$ cat src/rtl/bh1750_pkg.sv
// Shared types for the BH1750 measurement sequencer: opcodes, device address,
// sequencer state encoding.
package bh1750_pkg;

  typedef enum logic [7:0] {
    OP_PWR_ON    = 8'h01,
    OP_CONT_HRES = 8'h10,  // continuous H-resolution mode, reserved for later use
    OP_ONE_HRES  = 8'h20
  } bh1750_op_e;

  localparam logic [6:0] BH1750_ADDR = 7'h23;

  typedef enum logic [2:0] {
    S_IDLE,
    S_PWR_WAIT,
    S_MODE_WAIT,
    S_CONV,
    S_READ_WAIT,
    S_CALC,
    S_PERIOD,
    S_ERR
  } seq_state_e;

  function automatic logic is_xfer_state(seq_state_e s);
    return (s == S_PWR_WAIT) || (s == S_MODE_WAIT) || (s == S_READ_WAIT);
  endfunction

endpackage

$ cat src/rtl/bh1750_meas_seq_if.sv
// Byte-level I2C transaction handshake between the sequencer (master side)
// and the I2C bus engine (slave side).
interface bh1750_meas_seq_if;

  logic        i2c_start_flag;
  logic        i2c_wr_flag;
  logic        i2c_rd_flag;
  logic [7:0]  i2c_data_wr;
  logic [6:0]  i2c_dev_addr;
  logic        i2c_done;
  logic        i2c_nack;
  logic [15:0] i2c_data_rd;

  modport master (
    output i2c_start_flag, i2c_wr_flag, i2c_rd_flag, i2c_data_wr, i2c_dev_addr,
    input  i2c_done, i2c_nack, i2c_data_rd
  );

  modport slave (
    input  i2c_start_flag, i2c_wr_flag, i2c_rd_flag, i2c_data_wr, i2c_dev_addr,
    output i2c_done, i2c_nack, i2c_data_rd
  );

endinterface

$ cat src/rtl/bh1750_lux_conv.sv
// Raw BH1750 count to lux: floor(raw * 5 / 6), i.e. raw / 1.2.
module bh1750_lux_conv (
  input  logic [15:0] raw,
  output logic [15:0] lux
);

  // 65535 * 5 = 327675 fits in 19 bits; the quotient always fits in 16.
  logic [18:0] raw_x5;

  assign raw_x5 = {3'b000, raw} + {1'b0, raw, 2'b00};
  assign lux    = 16'(raw_x5 / 19'd6);

endmodule

$ cat src/rtl/bh1750_meas_seq.sv
// BH1750 measurement sequencer: power-on, one-shot H-res mode, conversion
// wait, 2-byte read, lux conversion, periodic repeat with error back-off.
module bh1750_meas_seq
  import bh1750_pkg::*;
#(
  parameter logic [7:0]  PWR_ON_CMD  = OP_PWR_ON,
  parameter logic [7:0]  MODE_CMD    = OP_ONE_HRES,
  parameter int unsigned MEAS_CYC    = 9_000_000,
  parameter int unsigned PERIOD_CYC  = 25_000_000,
  parameter int unsigned RETRY_CYC   = 5_000_000,
  parameter int unsigned TIMEOUT_CYC = 1_000_000
) (
  input  logic              clk,
  input  logic              rstn,
  input  logic              en,
  bh1750_meas_seq_if.master i2c,
  output logic [15:0]       lux_data,
  output logic              lux_valid,
  output logic [15:0]       raw_data,
  output logic              busy,
  output logic              err,
  output logic [7:0]        err_cnt
);

  seq_state_e  state_q, state_d;
  logic        pwr_done_q, pwr_done_d;
  logic        start_q, start_d;
  logic [31:0] tmr_q, tmr_d;
  logic [31:0] per_q, per_d;
  logic [15:0] raw_q, raw_d;
  logic [15:0] lux_q, lux_d;
  logic        err_q, err_d;
  logic [7:0]  err_cnt_q, err_cnt_d;
  logic        fail;
  logic [15:0] lux_calc;

  bh1750_lux_conv u_lux_conv (
    .raw (raw_q),
    .lux (lux_calc)
  );

  // NOTE: reset is synchronous here, so it lives inside the clocked branch
  // and only takes effect on a rising clk edge.
  always_ff @(posedge clk) begin
    if (!rstn) begin
      state_q    <= S_IDLE;
      pwr_done_q <= 1'b0;
      start_q    <= 1'b0;
      tmr_q      <= '0;
      per_q      <= '0;
      raw_q      <= '0;
      lux_q      <= '0;
      err_q      <= 1'b0;
      err_cnt_q  <= '0;
    end else begin
      // NOTE: non-blocking assignments so every flop samples pre-edge values.
      state_q    <= state_d;
      pwr_done_q <= pwr_done_d;
      start_q    <= start_d;
      tmr_q      <= tmr_d;
      per_q      <= per_d;
      raw_q      <= raw_d;
      lux_q      <= lux_d;
      err_q      <= err_d;
      err_cnt_q  <= err_cnt_d;
    end
  end

  always_comb begin
    // NOTE: every variable gets a default first so no path infers a latch.
    state_d    = state_q;
    pwr_done_d = pwr_done_q;
    raw_d      = raw_q;
    lux_d      = lux_q;
    err_d      = err_q;
    err_cnt_d  = err_cnt_q;
    fail       = 1'b0;

    unique case (state_q)
      S_IDLE: begin
        if (en) state_d = pwr_done_q ? S_MODE_WAIT : S_PWR_WAIT;
      end
      S_PWR_WAIT, S_MODE_WAIT, S_READ_WAIT: begin
        // A done arriving on the timeout cycle takes priority over the timeout.
        if (i2c.i2c_done) begin
          if (i2c.i2c_nack) begin
            fail = 1'b1;
          end else if (state_q == S_PWR_WAIT) begin
            pwr_done_d = 1'b1;
            state_d    = en ? S_MODE_WAIT : S_IDLE;
          end else if (state_q == S_MODE_WAIT) begin
            state_d = en ? S_CONV : S_IDLE;
          end else begin
            raw_d   = i2c.i2c_data_rd;
            state_d = S_CALC;
          end
        end else if (tmr_q + 32'd1 >= TIMEOUT_CYC) begin
          fail = 1'b1;
        end
      end
      S_CONV: begin
        if (!en)                             state_d = S_IDLE;
        else if (tmr_q + 32'd1 >= MEAS_CYC)  state_d = S_READ_WAIT;
      end
      S_CALC: begin
        lux_d   = lux_calc;
        err_d   = 1'b0;
        state_d = en ? S_PERIOD : S_IDLE;
      end
      S_PERIOD: begin
        if (!en)                               state_d = S_IDLE;
        else if (per_q + 32'd1 >= PERIOD_CYC)  state_d = S_MODE_WAIT;
      end
      S_ERR: begin
        if (!en || (tmr_q + 32'd1 >= RETRY_CYC)) state_d = S_IDLE;
      end
      default: state_d = S_IDLE;
    endcase

    // Any failed transaction forces a fresh power-on after the back-off.
    if (fail) begin
      state_d    = S_ERR;
      err_d      = 1'b1;
      pwr_done_d = 1'b0;
      if (err_cnt_q != 8'hFF) err_cnt_d = err_cnt_q + 8'd1;
    end

    // Per-state timer: timeout in transfers, conversion wait, retry back-off.
    tmr_d = (state_d != state_q || state_q == S_IDLE) ? '0 : tmr_q + 32'd1;

    // Period timer restarts with every mode command and saturates at the limit.
    per_d = per_q;
    if (state_q == S_IDLE || (state_d == S_MODE_WAIT && state_q != S_MODE_WAIT)) begin
      per_d = '0;
    end else if (per_q < PERIOD_CYC) begin
      per_d = per_q + 32'd1;
    end

    start_d = is_xfer_state(state_d) && (state_d != state_q);
  end

  always_comb begin
    i2c.i2c_start_flag = start_q;
    i2c.i2c_wr_flag    = (state_q == S_PWR_WAIT) || (state_q == S_MODE_WAIT);
    i2c.i2c_rd_flag    = (state_q == S_READ_WAIT);
    i2c.i2c_dev_addr   = BH1750_ADDR;
    if (state_q == S_PWR_WAIT)       i2c.i2c_data_wr = PWR_ON_CMD;
    else if (state_q == S_MODE_WAIT) i2c.i2c_data_wr = MODE_CMD;
    else                             i2c.i2c_data_wr = 8'h00;

    // The new value is presented in the same cycle as the valid pulse.
    lux_valid = (state_q == S_CALC);
    lux_data  = lux_valid ? lux_calc : lux_q;
    raw_data  = raw_q;
    busy      = (state_q != S_IDLE);
    err       = err_q;
    err_cnt   = err_cnt_q;
  end

endmodule

$ cat src/flat_wrapper.sv
// flat-port wrapper written by rule: the top's interface ports become plain ports
module bh1750_meas_seq_flat import bh1750_pkg::*;
#(
  parameter logic [7:0]  PWR_ON_CMD  = OP_PWR_ON,
  parameter logic [7:0]  MODE_CMD    = OP_ONE_HRES,
  parameter int unsigned MEAS_CYC    = 9_000_000,
  parameter int unsigned PERIOD_CYC  = 25_000_000,
  parameter int unsigned RETRY_CYC   = 5_000_000,
  parameter int unsigned TIMEOUT_CYC = 1_000_000
)
  (clk, rstn, en, lux_data, lux_valid, raw_data, busy, err, err_cnt, i2c_i2c_start_flag, i2c_i2c_wr_flag, i2c_i2c_rd_flag, i2c_i2c_data_wr, i2c_i2c_dev_addr, i2c_i2c_done, i2c_i2c_nack, i2c_i2c_data_rd);
  bh1750_meas_seq_if i2c_i ();
  input  logic clk;
  input  logic rstn;
  input  logic en;
  output logic [15:0] lux_data;
  output logic lux_valid;
  output logic [15:0] raw_data;
  output logic busy;
  output logic err;
  output logic [7:0] err_cnt;
  output wire logic [$bits(i2c_i.i2c_start_flag)-1:0] i2c_i2c_start_flag;
  output wire logic [$bits(i2c_i.i2c_wr_flag)-1:0] i2c_i2c_wr_flag;
  output wire logic [$bits(i2c_i.i2c_rd_flag)-1:0] i2c_i2c_rd_flag;
  output wire logic [$bits(i2c_i.i2c_data_wr)-1:0] i2c_i2c_data_wr;
  output wire logic [$bits(i2c_i.i2c_dev_addr)-1:0] i2c_i2c_dev_addr;
  input wire logic [$bits(i2c_i.i2c_done)-1:0] i2c_i2c_done;
  input wire logic [$bits(i2c_i.i2c_nack)-1:0] i2c_i2c_nack;
  input wire logic [$bits(i2c_i.i2c_data_rd)-1:0] i2c_i2c_data_rd;
  assign i2c_i2c_start_flag = i2c_i.i2c_start_flag;
  assign i2c_i2c_wr_flag = i2c_i.i2c_wr_flag;
  assign i2c_i2c_rd_flag = i2c_i.i2c_rd_flag;
  assign i2c_i2c_data_wr = i2c_i.i2c_data_wr;
  assign i2c_i2c_dev_addr = i2c_i.i2c_dev_addr;
  assign i2c_i.i2c_done = i2c_i2c_done;
  assign i2c_i.i2c_nack = i2c_i2c_nack;
  assign i2c_i.i2c_data_rd = i2c_i2c_data_rd;
  bh1750_meas_seq #(.PWR_ON_CMD(PWR_ON_CMD), .MODE_CMD(MODE_CMD), .MEAS_CYC(MEAS_CYC), .PERIOD_CYC(PERIOD_CYC), .RETRY_CYC(RETRY_CYC), .TIMEOUT_CYC(TIMEOUT_CYC)) u_core (.clk(clk), .rstn(rstn), .en(en), .i2c(i2c_i), .lux_data(lux_data), .lux_valid(lux_valid), .raw_data(raw_data), .busy(busy), .err(err), .err_cnt(err_cnt));
endmodule
$ cat config.mk
export PLATFORM = sky130hd
export DESIGN_NAME = bh1750_meas_seq_flat
export DESIGN_NICKNAME = d
export VERILOG_FILES = /design/src/rtl/bh1750_pkg.sv /design/src/rtl/bh1750_meas_seq_if.sv /design/src/rtl/bh1750_lux_conv.sv /design/src/rtl/bh1750_meas_seq.sv /design/src/flat_wrapper.sv
export SDC_FILE = /design/constraint.sdc
export NUM_CORES = 1
export LEC_CHECK = 0
export ABC_AREA = 1
export BUFFER_PORTS_ARGS = -buffer_cell sky130_fd_sc_hd__buf_4
export CORE_MARGIN = 5
export CORE_UTILIZATION = 35
export DETAILED_ROUTE_END_ITERATION = 10
export HOLD_SLACK_MARGIN = 0.12
export SYNTH_ARGS = -nofsm -noshare
export SYNTH_HDL_FRONTEND = slang
export SYNTH_SLANG_ARGS = --single-unit
$ cat constraint.sdc
create_clock -name clk -period 7.3 [get_ports clk]
set_clock_uncertainty 0.2 [all_clocks]
set_input_delay 1.46 -clock clk [delete_from_list [all_inputs] [get_ports clk]]
set_output_delay 1.46 -clock clk [all_outputs]
set_load 0.005 [all_outputs]
After elaboration in Yosys (flattened, before gate mapping):

Cells that the tools add are included.

* register bits: 110
* output and inout port bits: 61
* word-level logic and storage cells: 80

* add/subtract/negate cells: 4
* div/mod/pow operators: 1
* magnitude comparators: 5
* equal/unequal tests: 13
* muxes and demuxes: 25
* bitwise logic cells: 4
* reductions and logical operators: 19

Operator list (number)
* adder 32 x 1 -> 32 bit (second input constant): 2
* 2-to-1 mux 3 bit: 12
* >= comparator 32 x 20 -> 1 bit (second input constant): 1
* >= comparator 32 x 23 -> 1 bit (second input constant): 1
* >= comparator 32 x 24 -> 1 bit (second input constant): 1
* >= comparator 32 x 25 -> 1 bit (second input constant): 1
* less-than comparator 32 x 25 -> 1 bit (second input constant): 1
* adder 16 x 18 -> 19 bit: 1
* divider 19 x 3 -> 19 bit (second input constant): 1
* case mux 3 bit (6 select lines): 1
* 2-to-1 mux 16 bit: 1
* equality test 3 bit (second input constant): 5
* equality test 3 x 2 -> 1 bit (second input constant): 3
* adder 8 x 1 -> 8 bit (second input constant): 1
* 2-to-1 mux 8 bit: 1
* inequality test 8 bit (second input constant): 1
* equality test 3 x 1 -> 1 bit (second input constant): 2
* logical OR 1 bit: 6
* 2-to-1 mux 1 bit: 6
* 2-to-1 mux 2 bit: 3
* 2-to-1 mux 6 bit: 1
* OR reduction 2 bit: 3
* AND reduction 5 bit: 1
* inverter 1 bit: 4
* 10 further kinds: 11

Logic depth before layout (Yosys ltp):

Gate-level depths: netlist of the first run.

* word-level depth: 11
* mapped depth: 54
* gate-level depth less buffers: 54

Cells and area by module:

A second synthesis of the first run with hierarchy kept.

* cells, all modules: 1397
* area, all modules: 8460.6 um2

By module, submodules not included
* bh1750_meas_seq: instances 1, cells an instance 1065, area each 6762.7 um2, sequential area each 2202.1 um2
* bh1750_lux_conv: instances 1, cells an instance 332, area each 1697.9 um2, sequential area each 0.0 um2

Worst setup path after synthesis of the first run:

No wires, ideal clock.

* path kind: register to output
* from: register u_core.raw_q[2] (netlist: u_core.raw_data[2])
* to: output lux_data[0]
* arrival: 4698 ps
* data required time: 5640 ps
* path slack: 942 ps
* stages on the path, launching flop included: 51
* buffers on the path: 0
* path through: dfxtp_1 > ha_1 > inv_1 > fa_1 > inv_1 > nand3_1 > nand3_1 > nand2_1 > nand2_1 > nand2_1 > nand2_1 > nand2_1 > nand2_1 > nand2_1 > a21oi_1 > nor2_2 > o21bai_2 > nand3_1 > [15 not listed] > nand3_2 > nand2_1 > nand2_1 > nand2_1 > o21ai_1 > nand2_1 > inv_1 > o21ai_1 > nand2_1 > o21ai_1 > nand2_2 > o21ai_2 > nand2_1 > o21ai_1 > inv_1 > nand2_1 > nand3_2 > nand2_1

* cells in the longest elaborated chain, start to end: 3

RTL lines
* start: declaration: RTL line bh1750_meas_seq.sv:30 `logic [15:0] raw_q, raw_d;`
* start signal: assignment: RTL line bh1750_meas_seq.sv:62 `raw_q <= raw_d;`
* adder 16 x 18 -> 19 bit: RTL line bh1750_lux_conv.sv:10 `assign raw_x5 = {3'b000, raw} + {1'b0, raw, 2'b00};`
* divider 19 x 3 -> 19 bit: RTL line bh1750_lux_conv.sv:11 `assign lux = 16'(raw_x5 / 19'd6);`
* 2-to-1 mux 16 bit: RTL line bh1750_meas_seq.sv:153 `lux_data = lux_valid ? lux_calc : lux_q;`
* end: declaration: RTL line flat_wrapper.sv:16 `output logic [15:0] lux_data;`

Every way passes these cells.

Final worst setup path of the first run:

* from: register u_core.raw_q[11] (netlist: u_core.raw_data[11])
* to: output lux_data[0]

The elaborated chain is that of the path after synthesis.

==> results of run 1 <==
[cells in the final DEF (no fill, tap or decap), types with 4 or more instances in the layout]
cell / synthesis / final
nor2_2: 4 / 11
nor3_1: 29 / 28
buf_4: 13 / 83
nand2_4: 0 / 5
inv_2: 9 / 15
o21ai_2: 4 / 14
nor4_1: 14 / 14
a21oi_1: 54 / 45
a211oi_1: 19 / 19
conb_1: 2 / 13
dfxtp_1: 110 / 95
nand3_1: 40 / 27
nand3_2: 6 / 17
a21oi_2: 1 / 9
dfxtp_4: 0 / 10
nand4_1: 22 / 22
ha_1: 19 / 5
inv_1: 166 / 159
ha_4: 0 / 13
xnor2_1: 12 / 12
o211ai_1: 4 / 4
xor2_1: 46 / 46
nor2_1: 156 / 147
a31oi_1: 4 / 4
clkbuf_16: 0 / 9
nand2_1: 259 / 220
nand2_2: 13 / 47
dfxtp_2: 0 / 5
o21ai_0: 36 / 35
[worst max path at each step]
stage	startpoint	endpoint	slack (ns)	depth (start not counted)
after CTS	u_core.raw_data[4]	lux_data[0]	0.005	49
final	u_core.raw_data[11]	lux_data[0]	-0.05	46
after global routing	u_core.raw_data[8]	lux_data[0]	-0.55	45
after detailed placement	u_core.raw_data[2]	lux_data[0]	0.27	53
after floorplan	u_core.raw_data[2]	lux_data[0]	0.94	50
after global placement	u_core.raw_data[2]	lux_data[0]	0.44	51
[Yosys cell counts, types with 3 or more instances]
master    number
buf_4         13
a211oi_1      19
nor2_1       156
xor2_1        46
o21bai_2       3
nand4_1       22
nand3_2        6
o21ai_0       36
inv_1        166
o21ai_1       12
clkbuf_1      18
nor4_1        14
o21bai_1       3
xnor2_1       12
nor3_1        29
a31o_2         3
ha_1          19
o21ai_2        4
a31oi_1        4
dfxtp_1      110
a21oi_1       54
o211ai_1       4
nand2_1      259
inv_2          9
nand2_2       13
nand3_1       40
nor2_2         4
[critical path, delay by kind of cell (launching register included)]
kind | cells | cell delay [ns]
AND/OR/NAND/NOR | 26 | 2.41
adder cells (fa/ha/maj) | 1 | 0.33
buffers and inverters | 7 | 0.59
flip-flops | 1 | 0.37
AO/OA/AOI/OAI | 12 | 1.61
[registers in the layout, indices dropped and copies added, names as in the netlist]
register / count
u_core.err_cnt: 8
u_core.i2c.i2c_start_flag: 1
u_core.per_q: 32
u_core.raw_data: 16
u_core.lux_q: 16
u_core.pwr_done_q: 1
u_core.err: 1
u_core.tmr_q: 32
u_core.state_q: 3
[power breakdown]
part | total, mW | switching (mW) | leakage [nW] | internal, mW
Clock | 0.546 | 0.242 | 0.157 | 0.304
Sequential | 0.672 | 0.0412 | 0.898 | 0.631
Combinational | 0.787 | 0.500 | 2.82 | 0.287
Total | 2.01 | 0.784 | 3.88 | 1.22
[per-layer routing]
layer | track usage, % | up-vias | part of all wire, %
met5 | 0 | - | 0
met4 | 4.45 | 0 | 1.2
met3 | 2.98 | 16 | 3.1
met2 | 25.1 | 93 | 48
met1 | 20.1 | 3141 | 48
li1 | - | 3655 | -
[cells by family (layout without fill, tap and decap cells)]
group | after synthesis | in the layout | share of synthesized area (%)
AOI/OAI and AO/OA | 154 | 154 | 13.0
xor gates and xnor gates | 58 | 58 | 7.15
adders and majority gates | 20 | 20 | 3.63
buffers and inverters | 211 | 278 | 11.9
DFF | 110 | 110 | 31.0
other | 2 | 13 | 0.106
and+or+nand+nor | 553 | 553 | 33.3
[final cells by class]
| class | count | area, µm² |
|---|---|---|
| inverter | 177 | 667 |
| clock buffer | 10 | 229 |
| multi-input combinational | 798 | 4610 |
| clock inverter | 6 | 91.3 |
| sequential | 110 | 2250 |
| tap | 270 | 338 |
| fill | 2082 | 11300 |
| timing repair buffer | 85 | 646 |
[stage by stage]
stage	setup TNS, ns	hold WS, ns	total power, mW	instances
after floorplan	0	0.233	1.15	1119
after global placement	0	0.248	1.32	1426
after detailed placement	0	0.256	1.32	1426
after CTS	0	0.275	1.90	1443
after global routing	-1.23	0.290	2.15	1456
final	-0.0913	0.269	2.01	1456
[timing repair]
| item | CTS | global route |
|---|---|---|
| pin swaps | 3 | 60 |
| resized for setup | 17 | 135 |
| endpoints found under the setup margin | 2 | 4 |
| buffers inserted | 1 | 13 |
| gates cloned | 0 | 0 |
==> results_dict.tcl, run 1 <==
set metrics [dict create \
    cts.sinks 110 \
    hp-start "u_core.tmr_q[0]" \
    timing.rr.start "u_core.tmr_q[0]" \
    critPathLaunchType "flop" \
    finalCritPeriodShare_pct 101 \
    pin_count 82 \
    worst_hold_path.endpoint "u_core.tmr_q[0]" \
    fin_crit_ns 7.35 \
    arrival_ns 5.69 \
    finalWorstSetupSlack_ns -0.0520 \
    port_buffers 68 \
    start_util_pct 35.4 \
    viasPerCell 4.74 \
    drt_iter0_markers 329 \
    synth.distinct_cells 48 \
    worst_setup_path_end_kind "primary output" \
    grt_pass1_wl_mm 29.8 \
    holdPathStages 1 \
    synthCells 1108 \
    fin_nets 1222 \
    grt_overflow 0 \
    synth_edf_count 0 \
    peakVddDrop_mv 0.138 \
    die_y_um 153 \
    dieArea_mm2 0.0233 \
    critPathMaxFanout 5 \
    synth-warning-count 0 \
    ys.flop_type "dfxtp_1" \
    netlist_top_cells_area "dfxtp_1 (31%), nand2_1 (14%), inv_1 (8.8%), nor2_1 (8.2%), xor2_1 (5.7%)" \
    status "finished with violations" \
    postLayoutCoreUtil_pct 43.9 \
    cts_buffer_depth 2 \
    hold_buffers 0 \
    rr_endpoint "u_core.tmr_q[29]" \
    failed_checks "setup timing" \
    yosysSeqAreaShare_pct 31.0 \
    synth_top_cell_by_area "dfxtp_1" \
    clockRootBuffer "clkbuf_16" \
    drc 0 \
    crit_top_cell "nand2_2" \
    rsz0062_at_grt "yes" \
    p_leak_nw 3.88 \
    async_reset_ff_share_pct 0 \
    insertedDiodeCount 0 \
    vias 6905 \
    cp_data_required_time_ns 5.64 \
    track_usage_pct 15.2 \
    routabilityCongestion 0.844 \
    dpl_cell_area_mm2 0.00784 \
    p_per_area_mw_per_mm2 227 \
    crit_path_max_incr_delay_ns 0.37 \
    r2r_slack_ns 1.29 \
    wl_mm 18.6 \
    h-tree-depth 3 \
    crit_type "flop to primary output" \
    drive_gt1_share_pct 22.2 \
    setup_viol 2 \
    grt_antenna_before_repair 0 \
    die_w_um 153 \
    worstRegToRegCells 31 \
    max_freq_mhz 136 \
    core_mm2 0.0201 \
    cts_tree "done" \
    antenna_left 0 \
    post-place-ws_ns 0.269 \
    drv_cap 0 \
    synth.avg_cell_area_um2 6.42 \
    grt_pass1_vias 6305 \
    relSlewSlack_pct 40.8 \
    grt_max_degree 33 \
    place_hpwl_mm 13.4 \
    finalHoldViolCount 0 \
    row_count 52 \
    critPathSlowestCell "dfxtp_4" \
    drtPass1Iterations 5 \
    drv_slew 0 \
    syn_to_final_growth_pct 24.1 \
    final_cell_area_mm2 0.00882 \
    syn_area_mm2 0.00711 \
    clk_latency_ns 0.36 \
    cts_made_buffers 9 \
    wl_per_cell_um 12.8 \
    ys_ff_latch 110 \
    tightest_slew_ns 0.885 \
    hold_path.class "flop to flop" \
    synth_top_area_share_pct 31.0 \
    clkTransAtPathRegs_ns 0.08 \
]
No activity file was read; power rests on OpenSTA's default activity.
==> inputs of run 2 (changes only) <==
--- a/config.mk
+++ b/config.mk
@@ -7,6 +7,7 @@
 export LEC_CHECK = 0
 export ABC_AREA = 1
 export BUFFER_PORTS_ARGS = -buffer_cell sky130_fd_sc_hd__buf_4
+export CORE_ASPECT_RATIO = 0.7
 export CORE_MARGIN = 5
 export CORE_UTILIZATION = 35
 export DETAILED_ROUTE_END_ITERATION = 10
==> run 2 against run 1 <==
  * The flow still finishes with violations (setup timing)
  * Sequential share of layout area is 0.50 points lower
  * Die area is 0.20% higher
  * Via count grew 0.97%
  * Non-clock buffer count increased by 8
  * Cell count grew 0.55%
  * Routed wire length hardly changed
  * Maximum frequency increased by 0.11%
  * Largest power group unchanged
==> results_dict.tcl, run 2 (synthesis results as in run 1) <==
set metrics [dict create \
    peakVddDrop_mv 0.179 \
    setup_viol 1 \
    cts_made_buffers 9 \
    track_usage_pct 14.8 \
    swShare_pct 39.9 \
    core_mm2 0.0199 \
    wl_mm 18.6 \
    holdPathStages 2 \
    crit_cells 47 \
    cts.sinks 110 \
    p_sw_uw 837 \
    layout_commonest_cell "nand2_1" \
    hold_buffers 0 \
    crit_path_max_incr_delay_ns 0.39 \
    pin_count 82 \
    drc 0 \
    clkTransAtPathRegs_ns 0.08 \
    combinationalPowerShare_pct 42.5 \
    status "finished with violations" \
    clk_latency_ns 0.36 \
    cp_top_family "simple AND/OR/NAND/NOR gates" \
    p_per_area_mw_per_mm2 234 \
    finalWorstSetupSlack_ns -0.0441 \
    path_buf_inv 7 \
    grt_overflow 0 \
    use_met3_pct 3.17 \
    finalCritPeriodShare_pct 101 \
    crit_top_cell "nand2_2" \
    met1_usage_pct 22.7 \
    cts_buffer_depth 2 \
    relSlewSlack_pct 37.1 \
    biggestRegsByFlops "u_core.per_q x32, u_core.tmr_q x32" \
    critPathMaxFanout 5 \
    internal_power_mw 1.26 \
    cp_data_required_time_ns 5.64 \
    arrival_ns 5.68 \
    multi_input_area_mm2 0.00469 \
    dp.cells 1426 \
    routabilityCongestion 0.859 \
    p_leak_nw 3.95 \
    die_w_um 180 \
    mostFrequentLayoutCells "nand2_1 (213), inv_1 (160), nor2_1 (147)" \
    clockRootBuffer "clkbuf_16" \
    insertedDiodeCount 0 \
    rsz0062_at_grt "yes" \
    failed_checks "setup timing" \
    antenna_left 0 \
    start_util_pct 35.7 \
    seqPwrFrac_pct 32.1 \
    port_buffers 68 \
    grt_antenna_before_repair 0 \
    h-tree-depth 3 \
    cts_tree "done" \
    worst_setup_path_end_kind "primary output" \
    drtPass1Iterations 7 \
    fin_nets 1230 \
    dieArea_mm2 0.0233 \
    hold_path.class "flop to flop" \
    place_hpwl_mm 13.6 \
    fin_crit_ns 7.34 \
    regArea_mm2 0.00224 \
    die_y_um 129 \
    drt_iter0_markers 439 \
    tightest_slew_ns 0.939 \
    grt_max_degree 33 \
    use_met2_pct 21.4 \
    grt_pass1_vias 5914 \
    drive_gt1_share_pct 23.5 \
    hold_ws_ns 0.272 \
    wl_per_cell_um 12.7 \
    drv_cap 0 \
    top_usage_layer "met1" \
    syn_to_final_growth_pct 26.2 \
    vias 6972 \
    row_count 43 \
    finalHoldViolCount 0 \
    power.share.clock_pct 25.4 \
    crit_type "flop to primary output" \
    fin_cells 1464 \
    worstRegToRegCells 31 \
    grt_pass1_wl_mm 28.9 \
    max_freq_mhz 136 \
    drv_slew 0 \
    critPathSlowestCell "dfxtp_4" \
    critPathLaunchType "flop" \
    fillers 2058 \
    viasPerCell 4.76 \
]
[run 2: changes by cell type in the layout (fill, tap and decap cells not counted), sizes merged]
cell    change
bufinv      -1
buf         +8
inv         +1
[run 2: final timing paths]
kind	start	end	slack, ns
min reg2reg	u_core.lux_q[13]	u_core.lux_q[13]	0.27
min	u_core.lux_q[13]	u_core.lux_q[13]	0.27
max	u_core.raw_data[2]	lux_data[0]	-0.04
max reg2reg	u_core.tmr_q[0]	u_core.tmr_q[27]	1.55
[run 2: power by group through the flow]
stage	combinational [mW]	clock, mW	sequential, mW
6_report	0.891	0.533	0.673
5_1_grt	0.991	0.577	0.678
4_1_cts	0.682	0.552	0.669
3_5_place_dp	0.648	0	0.681
3_3_place_gp	0.643	0	0.680
2_1_floorplan	0.476	0	0.669
[run 2: cell type report]
cell class	instances	area share [%]
multi-input cells	798	52.3
clock buffers	10	2.66
inverters	177	7.46
clock inverters	6	0.934
repair buffers	93	7.91
well taps	270	3.77
flip-flops and latches	110	25.0
[run 2: per-stage QoR]
stage	util (%)	instance area [µm²]	total power, mW	TNS [ns]	setup slack (ns)
floorplan	-	7150	1.15	0	0.942
global placement	39.4	7840	1.32	0	0.338
detailed placement	39.4	7840	1.33	0	0.216
CTS	41.7	8290	1.90	0	0.00171
global route	45.1	8970	2.25	-1.13	-0.527
finish	45.1	8970	2.10	-0.0441	-0.0441
[run 2: repair_timing]
action | CTS | global route
gates resized for setup | 23 | 149
endpoints found under the setup margin | 2 | 5
pin swaps | 7 | 39
endpoints found under the hold margin | 0 | 0
setup buffers | 6 | 16
gates cloned | 0 | 0
[run 2: layer usage]
| layer | share of wire (%) | wire (µm) |
|---|---|---|
| met1 | 52 | 9760 |
| met2 | 42 | 7790 |
| met3 | 4.9 | 910 |
| met4 | 0.72 | 134 |
| met5 | 0 | 0 |
[run 2: worst min-delay path, delay by kind of cell, from the launching register on]
| family | cells | cell delay, ns |
|---|---|---|
| flip-flops | 1 | 0.30 |
| AND/OR/NAND/NOR | 1 | 0.07 |
| AO/OA/AOI/OAI | 1 | 0.06 |
==> inputs of run 3 (changes only) <==
==> constraint.sdc (replaced) <==
create_clock -name clk -period 7.3 [get_ports clk]
set_clock_uncertainty 0.2 [all_clocks]
set_input_delay 0.73 -clock clk [delete_from_list [all_inputs] [get_ports clk]]
set_output_delay 0.73 -clock clk [all_outputs]
set_load 0.005 [all_outputs]
==> run 3 against run 2 <==
  * The flow now finishes without violations
  * Routed wire length shrank 7.4%
  * Combinational power shrank 26%
  * Critical path depth is the same
  * Maximum frequency grew 10%
  * Sequential share of layout area grew 1.8 points
  * Highest routed layer unchanged
==> results_dict.tcl, run 3 (synthesis results as in run 1) <==
set metrics [dict create \
    start_util_pct 35.7 \
    place_hpwl_mm 13.5 \
    clk_latency_ns 0.37 \
    post-place-ws_ns 0.928 \
    setup_viol 0 \
    viasPerCell 4.64 \
    max_freq_mhz 150 \
    swShare_pct 39.6 \
    grt_overflow 0 \
    p_leak_nw 3.76 \
    p_sw_uw 729 \
    drtPass1Iterations 5 \
    mostFrequentLayoutCells "nand2_1 (254), inv_1 (166), nor2_1 (154)" \
    clockRootBuffer "clkbuf_16" \
    finalCritPeriodShare_pct 91.3 \
    cts.sinks 110 \
    crit_type "flop to primary output" \
    grt_pass1_vias 5799 \
    relSlewSlack_pct 33.4 \
    hold_buffers 0 \
    track_usage_pct 14.4 \
    critPathSlowestCell "ha_1" \
    worst_setup_path_end_kind "primary output" \
    crit_path_max_incr_delay_ns 0.40 \
    wl_mm 17.2 \
    critPathLaunchType "flop" \
    drive_gt1_share_pct 13.0 \
    cp_data_required_time_ns 6.37 \
    h-tree-depth 3 \
    totalPowerFinal_mw 1.84 \
    die_y_um 129 \
    grt_antenna_before_repair 0 \
    drv_slew 0 \
    drc 0 \
    drt_iter0_markers 439 \
    pin_count 82 \
    dieArea_mm2 0.0233 \
    clkTransAtPathRegs_ns 0.08 \
    core_mm2 0.0199 \
    insertedDiodeCount 0 \
    port_buffers 68 \
    layout_commonest_cell "nand2_1" \
    antenna_left 0 \
    critPathMaxFanout 4 \
    routabilityCongestion 0.859 \
    finalHoldViolCount 0 \
    status "finished, final reports clean" \
    hold_ws_ns 0.272 \
    die_w_um 180 \
    grt_pass1_wl_mm 28.3 \
    biggestRegsByFlops "u_core.per_q x32, u_core.tmr_q x32" \
    setup_tns_ns 0 \
    internal_power_mw 1.11 \
    r2r_slack_ns 1.47 \
    syn_to_final_growth_pct 15.8 \
    cts_made_buffers 9 \
    fin_crit_ns 6.67 \
    combinationalPowerShare_pct 35.9 \
    peakVddDrop_mv 0.159 \
    grt_max_degree 33 \
    cts_buffer_depth 2 \
    tightest_slew_ns 0.996 \
    postLayoutCoreUtil_pct 41.4 \
    wl_per_cell_um 11.9 \
    arrival_ns 5.74 \
    power.share.clock_pct 27.8 \
    row_count 43 \
    vias 6689 \
    seqPwrFrac_pct 36.3 \
    fin_nets 1209 \
    cts_tree "done" \
    hold_path.class "flop to flop" \
    drv_cap 0 \
    crit_top_cell "nand2_1" \
    p_per_area_mw_per_mm2 223 \
    finalWorstSetupSlack_ns 0.634 \
]
run 3: cell types whose count changed in the layout (fill, tap and decap cells not counted), sizes merged:
| cell | delta |
|---|---|
| inv | -1 |
| buf | -21 |
| bufinv | -1 |
| clkinv | +3 |
| clkbuf | -1 |
run 3: power groups by stage:
stage / Clock [mW] / Combinational, mW / Sequential (mW)
CTS: 0.529 / 0.646 / 0.667
finish: 0.511 / 0.660 / 0.667
detailed placement: 0 / 0.644 / 0.681
floorplan: 0 / 0.476 / 0.669
global placement: 0 / 0.643 / 0.680
global route: 0.553 / 0.755 / 0.673
run 3: layer usage:
layer	vias to the layer above	GRT usage, %	part of all wire (%)
li1	3643	-	-
met1	2922	22.7	56
met2	116	20.5	39
met3	8	2.50	3.8
met4	0	2.80	0.47
met5	-	0	0
run 3: stage by stage:
step | std cells | area, µm²
after CTS | 1442 | 8170
after global routing | 1443 | 8240
after detailed placement | 1426 | 7840
final | 1443 | 8240
after global placement | 1426 | 7840
after floorplan | 1119 | 7150
run 3: final cells by class:
type,instances,area (µm²)
Fill cell,2106,11700
Multi-Input combinational cell,798,4160
Sequential cell,110,2210
Inverter,177,664
Timing Repair Buffer,72,541
Tap cell,270,338
Clock buffer,9,225
Clock inverter,7,98.8
run 3: what timing repair did:
item                       CTS  global route
setup buffers                0             1
gates resized for setup      0            20
setup endpoints to repair    0             2
run 3: critical path: cells and delay by family, from the launching register on:
family          cells  cell delay [ns]
simple gates       31             2.95
compound gates     10             1.32
fa+ha+maj           1             0.40
flops               1             0.37
buf+inv             5             0.33
run 3: path summary, 6_finish.rpt:
path | from | end | cells after the start
worst max-delay path | u_core.raw_data[6] | lux_data[0] | 47
worst min-delay path | u_core.lux_q[13] | u_core.lux_q[13] | 2
worst max register to register | u_core.tmr_q[0] | u_core.tmr_q[12] | 31
worst min register to register | u_core.lux_q[13] | u_core.lux_q[13] | 2
